==> config.mk <==
export PLATFORM = sky130hd
export DESIGN_NAME = turbo_encoder_qpp
export DESIGN_NICKNAME = d
export VERILOG_FILES = /design/src/rtl/turbo_pkg.sv /design/src/rtl/turbo_rsc.sv /design/src/rtl/turbo_encoder_qpp.sv
export SDC_FILE = /design/constraint.sdc
export NUM_CORES = 1
export LEC_CHECK = 0
export ABC_AREA = 0
export CAP_MARGIN = 20
export CORE_ASPECT_RATIO = 1.1
export CORE_MARGIN = 2
export CORE_UTILIZATION = 57
export CTS_CLUSTER_SIZE = 30
export DETAILED_ROUTE_END_ITERATION = 10
export GPL_ROUTABILITY_DRIVEN = 1
export PLACE_DENSITY = 0.84
export SLEW_MARGIN = 20
export SYNTH_ARGS = -nofsm -noshare
export SYNTH_HDL_FRONTEND = slang
export SYNTH_SLANG_ARGS = --single-unit
==> constraint.sdc <==
create_clock -name clock -period 3.6 [get_ports clock]
set_input_delay 0.72 -clock clock [delete_from_list [all_inputs] [get_ports clock]]
set_output_delay 0.72 -clock clock [all_outputs]
set_load 0.005 [all_outputs]
==> src/rtl/turbo_pkg.sv <==
// Shared definitions for the QPP turbo encoder: FSM states, RSC
// polynomials and block-length limits.
package turbo_pkg;

  typedef enum logic [2:0] {
    ST_IDLE,
    ST_LOAD,
    ST_ENC,
    ST_TAIL1,
    ST_TAIL2
  } state_e;

  // Polynomial taps, bit i is the coefficient of D^i.
  // Feedback 1 + D^2 + D^3, parity 1 + D + D^3.
  localparam logic [3:0] RSC_FB_POLY  = 4'b1101;
  localparam logic [3:0] RSC_PAR_POLY = 4'b1011;

  // Termination beats per constituent encoder.
  localparam int TAIL_LEN = 3;

  // Smallest legal block length.
  localparam int MIN_K = 40;

endpackage

==> src/rtl/turbo_rsc.sv <==
// Recursive systematic convolutional constituent encoder (8 states).
// When term is set, the input is replaced by the feedback taps so the
// register is flushed to zero in three enabled steps.
module turbo_rsc
  import turbo_pkg::*;
(
  input  logic       clock,
  input  logic       resetb,
  input  logic       clr,
  input  logic       en,
  input  logic       term,
  input  logic       u,
  output logic       z,
  output logic       x,
  output logic [2:0] state
);

  // s_q[0] = s1, s_q[1] = s2, s_q[2] = s3
  logic [2:0] s_q;
  logic       fb_taps;
  logic       a;

  assign fb_taps = (RSC_FB_POLY[1] & s_q[0]) ^ (RSC_FB_POLY[2] & s_q[1]) ^
                   (RSC_FB_POLY[3] & s_q[2]);
  // During termination the systematic bit equals the feedback, forcing a = 0.
  assign x       = term ? fb_taps : u;
  assign a       = x ^ fb_taps;
  assign z       = (RSC_PAR_POLY[0] & a)      ^ (RSC_PAR_POLY[1] & s_q[0]) ^
                   (RSC_PAR_POLY[2] & s_q[1]) ^ (RSC_PAR_POLY[3] & s_q[2]);
  assign state   = {s_q[0], s_q[1], s_q[2]};

  // Shift register advance: (s1, s2, s3) <= (a, s1, s2).
  always_ff @(posedge clock or negedge resetb) begin
    // NOTE: sequential state uses non-blocking assignments so every flop
    // samples pre-edge values regardless of statement order.
    if (!resetb) begin
      s_q <= 3'b000;
    end else if (clr) begin
      s_q <= 3'b000;
    end else if (en) begin
      s_q <= {s_q[1:0], a};
    end
  end

endmodule

==> src/rtl/turbo_encoder_qpp.sv <==
// LTE-style rate-1/3 turbo encoder with a quadratic permutation
// polynomial interleaver. A block of K bits is buffered, then streamed
// out as K beats of {sys, par1, par2} followed by six tail beats.
module turbo_encoder_qpp
  import turbo_pkg::*;
#(
  parameter int K_MAX = 256,
  parameter int KW    = $clog2(K_MAX + 1)
) (
  input  logic          clock,
  input  logic          resetb,
  input  logic          start,
  input  logic [KW-1:0] k_len,
  input  logic [KW-1:0] f1,
  input  logic [KW-1:0] f2,
  input  logic          in_valid,
  output logic          in_ready,
  input  logic          in_bit,
  output logic          out_valid,
  input  logic          out_ready,
  output logic [2:0]    out_data,
  output logic          out_tail,
  output logic          busy,
  output logic          done,
  output logic          cfg_err
);

  localparam int AW = (K_MAX > 1) ? $clog2(K_MAX) : 1;

  // (a + b) mod m for a, b < m, widened by one bit so the sum cannot wrap.
  function automatic logic [KW-1:0] mod_add(input logic [KW-1:0] a,
                                            input logic [KW-1:0] b,
                                            input logic [KW-1:0] m);
    logic [KW:0] s;
    s = {1'b0, a} + {1'b0, b};
    if (s >= {1'b0, m}) s = s - {1'b0, m};
    return s[KW-1:0];
  endfunction

  state_e          state_q;
  logic [KW-1:0]   cnt_q;
  logic [KW-1:0]   k_q;
  logic [KW-1:0]   g0_q;
  logic [KW-1:0]   d_q;
  logic [KW-1:0]   pi_q;
  logic [KW-1:0]   g_q;
  logic            in_ready_q;
  logic            out_valid_q;
  logic [2:0]      out_data_q;
  logic            out_tail_q;
  logic            busy_q;
  logic            done_q;
  logic            cfg_err_q;
  logic [K_MAX-1:0] mem_q;

  logic            cfg_ok;
  logic            start_ok;
  logic            load_fire;
  logic            out_fire;
  logic            slot_free;
  logic            gen_enc;
  logic            gen_t1;
  logic            gen_t2;
  logic            gen;
  logic            u1;
  logic            u2;
  logic            z1;
  logic            z2;
  logic            x1;
  logic            x2;
  logic [2:0]      rsc1_state;
  logic [2:0]      rsc2_state;
  logic            rsc_state_unused;
  logic [2:0]      beat_data;
  logic            beat_tail;

  assign cfg_ok    = (k_len >= KW'(MIN_K)) && (k_len <= KW'(K_MAX)) &&
                     (f1 < k_len) && (f2 < k_len);
  assign start_ok  = start && (state_q == ST_IDLE) && cfg_ok;
  assign load_fire = (state_q == ST_LOAD) && in_valid && in_ready_q;

  // The output register holds one beat; a new beat may be produced when it
  // is empty or being drained this cycle.
  assign out_fire  = out_valid_q && out_ready;
  assign slot_free = !out_valid_q || out_ready;
  assign gen_enc   = (state_q == ST_ENC) && slot_free;
  assign gen_t1    = (state_q == ST_TAIL1) && slot_free;
  assign gen_t2    = (state_q == ST_TAIL2) && slot_free && (cnt_q < KW'(TAIL_LEN));
  assign gen       = gen_enc || gen_t1 || gen_t2;

  // Natural-order and interleaved read ports.
  assign u1 = mem_q[cnt_q[AW-1:0]];
  assign u2 = mem_q[pi_q[AW-1:0]];

  // Register state is only of debug interest at this level.
  assign rsc_state_unused = ^{rsc1_state, rsc2_state};

  turbo_rsc u_rsc1 (
    .clock  (clock),
    .resetb (resetb),
    .clr    (start_ok),
    .en     (gen_enc || gen_t1),
    .term   (state_q == ST_TAIL1),
    .u      (u1),
    .z      (z1),
    .x      (x1),
    .state  (rsc1_state)
  );

  turbo_rsc u_rsc2 (
    .clock  (clock),
    .resetb (resetb),
    .clr    (start_ok),
    .en     (gen_enc || gen_t2),
    .term   (state_q == ST_TAIL2),
    .u      (u2),
    .z      (z2),
    .x      (x2),
    .state  (rsc2_state)
  );

  // Select the beat to be loaded into the output register.
  always_comb begin
    // NOTE: defaults first so no path leaves a combinational output
    // unassigned, which would otherwise infer a latch.
    beat_data = 3'b000;
    beat_tail = 1'b0;
    case (state_q)
      ST_ENC:   beat_data = {x1, z1, z2};
      ST_TAIL1: begin
        beat_data = {x1, z1, 1'b0};
        beat_tail = 1'b1;
      end
      ST_TAIL2: begin
        beat_data = {x2, z2, 1'b0};
        beat_tail = 1'b1;
      end
      default: ;
    endcase
  end

  // Information-bit buffer, one write port.
  always_ff @(posedge clock) begin
    // NOTE: the buffer is deliberately left out of reset; every bit read in
    // a block is written during LOAD first, and a reset here would turn the
    // array into costly reset flops for no functional gain.
    if (load_fire) begin
      mem_q[cnt_q[AW-1:0]] <= in_bit;
    end
  end

  // Control FSM, interleaver address generator and registered outputs.
  always_ff @(posedge clock or negedge resetb) begin
    if (!resetb) begin
      state_q     <= ST_IDLE;
      cnt_q       <= '0;
      k_q         <= '0;
      g0_q        <= '0;
      d_q         <= '0;
      pi_q        <= '0;
      g_q         <= '0;
      in_ready_q  <= 1'b0;
      out_valid_q <= 1'b0;
      out_data_q  <= 3'b000;
      out_tail_q  <= 1'b0;
      busy_q      <= 1'b0;
      done_q      <= 1'b0;
      cfg_err_q   <= 1'b0;
    end else begin
      done_q    <= 1'b0;
      cfg_err_q <= 1'b0;

      if (gen) begin
        out_valid_q <= 1'b1;
        out_data_q  <= beat_data;
        out_tail_q  <= beat_tail;
      end else if (out_fire) begin
        out_valid_q <= 1'b0;
      end

      case (state_q)
        ST_IDLE: begin
          if (start) begin
            if (cfg_ok) begin
              k_q        <= k_len;
              g0_q       <= mod_add(f1, f2, k_len);
              d_q        <= mod_add(f2, f2, k_len);
              cnt_q      <= '0;
              in_ready_q <= 1'b1;
              busy_q     <= 1'b1;
              state_q    <= ST_LOAD;
            end else begin
              cfg_err_q  <= 1'b1;
            end
          end
        end

        ST_LOAD: begin
          if (load_fire) begin
            if (cnt_q == k_q - KW'(1)) begin
              cnt_q      <= '0;
              pi_q       <= '0;
              g_q        <= g0_q;
              in_ready_q <= 1'b0;
              state_q    <= ST_ENC;
            end else begin
              cnt_q <= cnt_q + KW'(1);
            end
          end
        end

        ST_ENC: begin
          if (gen_enc) begin
            pi_q <= mod_add(pi_q, g_q, k_q);
            g_q  <= mod_add(g_q, d_q, k_q);
            if (cnt_q == k_q - KW'(1)) begin
              cnt_q   <= '0;
              state_q <= ST_TAIL1;
            end else begin
              cnt_q <= cnt_q + KW'(1);
            end
          end
        end

        ST_TAIL1: begin
          if (gen_t1) begin
            if (cnt_q == KW'(TAIL_LEN - 1)) begin
              cnt_q   <= '0;
              state_q <= ST_TAIL2;
            end else begin
              cnt_q <= cnt_q + KW'(1);
            end
          end
        end

        ST_TAIL2: begin
          if (gen_t2) begin
            cnt_q <= cnt_q + KW'(1);
          end else if (out_fire && (cnt_q == KW'(TAIL_LEN))) begin
            // Last tail beat has just been taken by the sink.
            cnt_q   <= '0;
            busy_q  <= 1'b0;
            done_q  <= 1'b1;
            state_q <= ST_IDLE;
          end
        end

        default: state_q <= ST_IDLE;
      endcase
    end
  end

  assign in_ready  = in_ready_q;
  assign out_valid = out_valid_q;
  assign out_data  = out_data_q;
  assign out_tail  = out_tail_q;
  assign busy      = busy_q;
  assign done      = done_q;
  assign cfg_err   = cfg_err_q;

endmodule
# ---- After elaboration in Yosys (flattened, before gate mapping)
# Cells that the tools add are included.
dict set report word_totals {
  reg_bits 328
  latch_bits 0
  ram_bits 0
  romBits 0
  inputBits 33
  wordCells 163
  memories 0
}
dict set report classes {
  addsub 10
  multipliers 0
  n_div 0
  magnitude_cmp 12
  n_eq_ne 18
  shifts 0
  muxes 64
  bitwise 8
  reduce_logical 34
}
# cell n
set ops {}
lappend ops {{256-bit bitwise mux} 1}
lappend ops {{9-bit two-way mux} 19}
lappend ops {{9-bit case mux with 5 select lines} 1}
lappend ops {{3-bit two-way mux} 14}
lappend ops {{9-bit by 9-bit adder with 10-bit output} 4}
lappend ops {{10-bit by 9-bit >= comparator with 1-bit output} 4}
lappend ops {{9-bit case mux with 2 select lines} 2}
lappend ops {{9-bit subtractor} 4}
lappend ops {{1-bit two-way mux} 20}
lappend ops {{9-bit by 2-bit == test with 1-bit output, second input constant} 2}
lappend ops {{8-bit by 9-bit < comparator with 1-bit output, second input constant} 2}
lappend ops {{9-bit < comparator} 2}
lappend ops {{1-bit binary-select mux with 8-bit select} 2}
lappend ops {{2-bit inequality test, second input constant} 8}
lappend ops {{3-bit case mux with 5 select lines} 1}
lappend ops {{1-bit logical AND} 14}
lappend ops {{2-bit nonzero test} 6}
lappend ops {{10-bit AND reduction} 1}
lappend ops {{5-bit AND reduction} 2}
lappend ops {{9-bit by 1-bit adder with 9-bit output, second input constant} 1}
lappend ops {{9-bit == test} 1}
lappend ops {{9-bit by 6-bit >= comparator with 1-bit output, second input constant} 1}
lappend ops {{9-bit <= comparator, second input constant} 1}
lappend ops {{9-bit by 2-bit < comparator with 1-bit output, second input constant} 1}
lappend ops {{19 further kinds} 32}

# ---- Logic depth before layout (Yosys ltp)
dict set report depth {
  ltp_word 7
  ltp_mapped 19
  ltp_nobuf 17
}

# ---- Hierarchy
# From an unflattened synthesis, not the netlist that was laid out.
dict set report hier_totals {
  hier_cells 1760
  hier_area_um2 20046.7
}
# mod instances cells_per_inst area_each_um2 seq_area_each_um2
set by_module_without_submodules {}
lappend by_module_without_submodules {turbo_encoder_qpp 1 1724 19668.9 9339.0}
lappend by_module_without_submodules {turbo_rsc 2 18 188.9 75.1}

# ---- Worst setup path after synthesis
# OpenSTA, ideal clock, no wires.
dict set report synth_timing {
  path_type {input port to flip-flop}
  startpoint {in f1[0]}
  endpoint {reg g0_q[0]}
  setup_time_ns 0.125
  t_arrival_ns 3.790
  path_slack_ns -0.315
  path_stages 15
  n_path_buf 0
  cell_sequence {ha_1 -> fa_1 -> a21oi_1 -> nor2_1 -> nor2_1 -> o21bai_1 -> a21oi_1 -> o21ai_0 -> xor2_1 -> ha_1 -> a211oi_1 -> o21ai_0 -> a2111oi_4 -> mux2i_1 -> mux2_2}
}
dict set report synth_between {
  elab_chain_cells 4
}
# item line_no
set synth_rtl {}
lappend synth_rtl {{from (decl)} turbo_encoder_qpp.sv:14} ;# input logic [KW-1:0] f1,
lappend synth_rtl {{branches (longest 4 deep; another with 9-bit by 9-bit adder with 10-bit output)} --}
lappend synth_rtl {{to (signal assigned)} turbo_encoder_qpp.sv:186} ;# g0_q <= mod_add(f1, f2, k_len);
lappend synth_rtl {{to (decl)} turbo_encoder_qpp.sv:43} ;# logic [KW-1:0] g0_q;
# Several ways; the timed one is not identified.
# A chain may end at the register's enable or synchronous reset.

# ---- Worst setup path after layout
dict set report layout_timing {
  startpoint {reg g_q[0]}
  endpoint {reg pi_q[0]}
}
dict set report layout_between {
  elab_chain_cells 5
}
# item line_no
set layout_rtl {}
lappend layout_rtl {{from (decl)} turbo_encoder_qpp.sv:46} ;# logic [KW-1:0] g_q;
lappend layout_rtl {{from (signal assigned)} turbo_encoder_qpp.sv:203} ;# g_q <= g0_q;
lappend layout_rtl {{from (signal assigned)} turbo_encoder_qpp.sv:215} ;# g_q <= mod_add(g_q, d_q, k_q);
lappend layout_rtl {{9-bit by 9-bit adder with 10-bit output *} turbo_encoder_qpp.sv:35} ;# s = {1'b0, a} + {1'b0, b};
lappend layout_rtl {{9-bit subtractor or 10-bit by 9-bit >= comparator with 1-bit output (tied branches)} turbo_encoder_qpp.sv:36} ;# if (s >= {1'b0, m}) s = s - {1'b0, m};
lappend layout_rtl {{9-bit two-way mux *} turbo_encoder_qpp.sv:36}
lappend layout_rtl {{9-bit two-way mux *} turbo_encoder_qpp.sv:213} ;# if (gen_enc) begin
lappend layout_rtl {{9-bit case mux with 2 select lines *} turbo_encoder_qpp.sv:181} ;# case (state_q)
lappend layout_rtl {{to (signal assigned)} turbo_encoder_qpp.sv:214} ;# pi_q <= mod_add(pi_q, g_q, k_q);
lappend layout_rtl {{to (decl)} turbo_encoder_qpp.sv:45} ;# logic [KW-1:0] pi_q;
# Mark *: on every way between the ends. The rest lies on a longest branch, timed or not. The select of a mux whose other input is x is not followed.

==> reports/qor.csv <==
metric,value,unit
outcome,"finished, final reports clean",
Post-synth EDFFs,256,
I/O pins,42,
H-tree levels,2,
first-pass GRT wire length,87.5,mm
Critical Path RT,4070,ps
post-layout net count,1954,
detailed-router iteration count before antenna repair,6,
max-slew violations,0,
Post-synth top flop,edfxtp_1,
crit-path max FO,5,
M3 GR Usage,0.0585,
Initial Utilization,0.581,
dominant cell by count in the synthesized netlist,nor2_1,
layout cells sized above 1,0.241,
FP Rows,71,
register area,0.00950,sq mm
pin count of the biggest net entering global routing,128,
Ys Warns,0,
Post-Synthesis Cells,1683,
"setup slack, reg-to-reg",30,ps
DR vias,15400,
number of global-route vias before repair,15700,
Crit Path Class,flop to flop,
Reg2Reg Depth,18,
Die Y,200,microns
Worst slew margin,0.376,
footprint of the multi-input gates,0.0100,sq mm
worst hold path type,primary input to async pin,
crit path capture type,flop,
Via density,6.71,
worst vdd ir,0.571,mV
routability cong.,0.937,
crit path launch type,flop,
pre-CTS setup slack,-685,ps
Achievable Freq,280,MHz
ANT cells,0,
Clock Latency Late Sink,570,ps
Least-Margin Pin Slew,935,ps
Die ar.,0.0366,sq mm
routing usage on met1,0.372,
busiest layer in global routing,met2,
sequential share of the synthesized area,0.475,
dominant cell type by area after synthesis,edfxtp_1,
WL final,57.0,mm
# clock sinks,328,
clk_skew,23.3,ps
Fin. Hold Viols,0,
RSZ-0062 raised after global routing,true,
final worst path period share,0.991,
ys async rst share,0.220,
TritonCTS Buffers,37,
"Distinct cells, synth",86,
core area,0.0344,sq mm
Post-DRT Antenna Nets,0,
clock buffer depth,3,
reg2reg start,g_q[0],
leakage,8.44,nW
Synth top area share,0.385,
CP arrival,4040,ps
final setup fails,0,
final worst slack,32.1,ps
Avg WL per Cell,24.9,microns
Synth area leaders,"edfxtp_1 (38%), mux4_2 (15%), dfrtp_1 (9.0%), nor2_1 (5.6%), ha_1 (5.3%)",
Mean Syn Cell Area,11.9,sq um
fin crit period,3570,ps
global router's overall resource usage,0.312,
port buffer count,41,
number of synthesized register bits,328,
M2 GR Usage,0.534,
"Reg clk slew, reported paths",70,ps
Syn Std Cell Area,0.0200,sq mm
PD cells,746,mW/mm^2
DIE WIDTH,182,microns
DRC,0,
Max Cap Violations,0,
worst reg2reg path endpoint,pi_q[0],
syn nets,1807,
total power,17.3,mW
GR Overflow Total,0,
CTS tree,done,
synth-to-layout area growth,16.4,%
Commonest cells post-synth,"nor2_1 (300), edfxtp_1 (256), mux4_2 (136)",
Fin Hold WS,298,ps
Root Buffer,clkbuf_16,
Fill cells,2371,
1st-iter DRT viols,1634,
initial antenna violation count,0,
DP HPWL,37.1,mm
-- through the flow --
step                      area, sq um  setup TNS, ps  cells  utilization
after floorplan                 20000           -774   1683            -
after global placement          21600          -5150   2208        0.629
after detailed placement        21600          -6290   2208        0.629
after CTS                       22900          -43.8   2277        0.665
after global routing            23300           -536   2292        0.676
final                           23300              0   2292        0.676
-- area by class of cell --
| class | count | share of cell area |
|---|---|---|
| multi-input combinational | 1195 | 0.432 |
| sequential | 328 | 0.409 |
| timing repair buffer | 212 | 0.0769 |
| clock buffer | 41 | 0.0405 |
| tap | 438 | 0.0236 |
| clock inverter | 22 | 0.00942 |
| inverter | 56 | 0.00904 |
-- cell usage in the layout (no fill, tap or decap), types with 10 or more instances in the layout --
master,count
nor2_1,297
edfxtp_1,256
buf_4,157
mux4_2,136
nand2_1,103
ha_1,78
dfrtp_1,66
o21ai_0,57
a21oi_1,56
inv_1,54
mux2i_1,48
clkbuf_16,37
nand3_1,34
clkdlybuf4s50_1,34
xnor2_1,30
a21o_1,24
nor3_1,24
nor2b_1,20
o22ai_1,18
xor2_1,16
o21ai_1,16
o31ai_1,16
nand2b_1,14
nand4_1,12
o21bai_1,11
o21a_1,11
a211oi_1,11
a21oi_2,10
buf_6,10
-- kinds of logic after synthesis --
group	Yosys count	share of synthesized area
multiplexers	192	0.184
buffers and inverters	160	0.0365
AND/OR/NAND/NOR	561	0.123
flip-flops	328	0.475
AO/OA/AOI/OAI	296	0.0973
XOR/XNOR	55	0.0252
adder cells (fa/ha/maj)	91	0.0596
-- critical path, stage by stage (launching register included) --
cell       delay [ps]
dfrtp_1           420
ha_2              200
inv_1              50
fa_2              340
inv_1              80
a21o_1            120
a21oi_2            60
o21bai_1          140
a21oi_1           100
o21ai_1           200
xor2_1            250
ha_1              290
nand2_1            80
nor3_1             50
a2111oi_1         300
o211ai_1          220
buf_6             190
mux2_2            270
o22ai_1           120
-- how the worst max path moves through the flow --
| stage | startpoint | to | depth (start not counted) |
|---|---|---|---|
| after global routing | g_q[0] | pi_q[0] | 18 |
| final | g_q[0] | pi_q[0] | 18 |
| after CTS | f1[0] | g0_q[0] | 17 |
| after detailed placement | f1[0] | g0_q[0] | 17 |
| after floorplan | f1[0] | g0_q[0] | 15 |
| after global placement | f1[0] | g0_q[0] | 17 |
-- where the power goes --
| part | total (mW) | switching [mW] | leakage, nW | internal, mW |
|---|---|---|---|---|
| Sequential | 4.81 | 0.434 | 3.23 | 4.37 |
| Combinational | 8.86 | 4.52 | 4.65 | 4.35 |
| Clock | 3.68 | 1.62 | 0.559 | 2.06 |
| Total | 17.3 | 6.57 | 8.44 | 10.8 |
-- routing by layer --
| metal | part of all wire | vias up |
|---|---|---|
| met5 | 0 | - |
| met4 | 0.061 | 0 |
| met3 | 0.096 | 274 |
| met2 | 0.50 | 940 |
| met1 | 0.34 | 7529 |
| li1 | - | 6634 |
-- registers in the layout (all words and copies together) (netlist names), 3 cells and up --
| register | cells |
|---|---|
| cnt_q | 9 |
| d_q | 9 |
| g0_q | 9 |
| g_q | 9 |
| k_q | 9 |
| mem_q | 256 |
| out_data | 3 |
| pi_q | 9 |
| state_q | 3 |
| u_rsc1.s_q | 3 |
| u_rsc2.s_q | 3 |
-- timing repair --
action,CTS,global route
hold buffers,0,0
pin swaps,6,36
gates cloned,1,2
buffers inserted,5,14
resized for setup,12,72
setup endpoints to repair,14,31
Power figures use the tool's default switching activity.
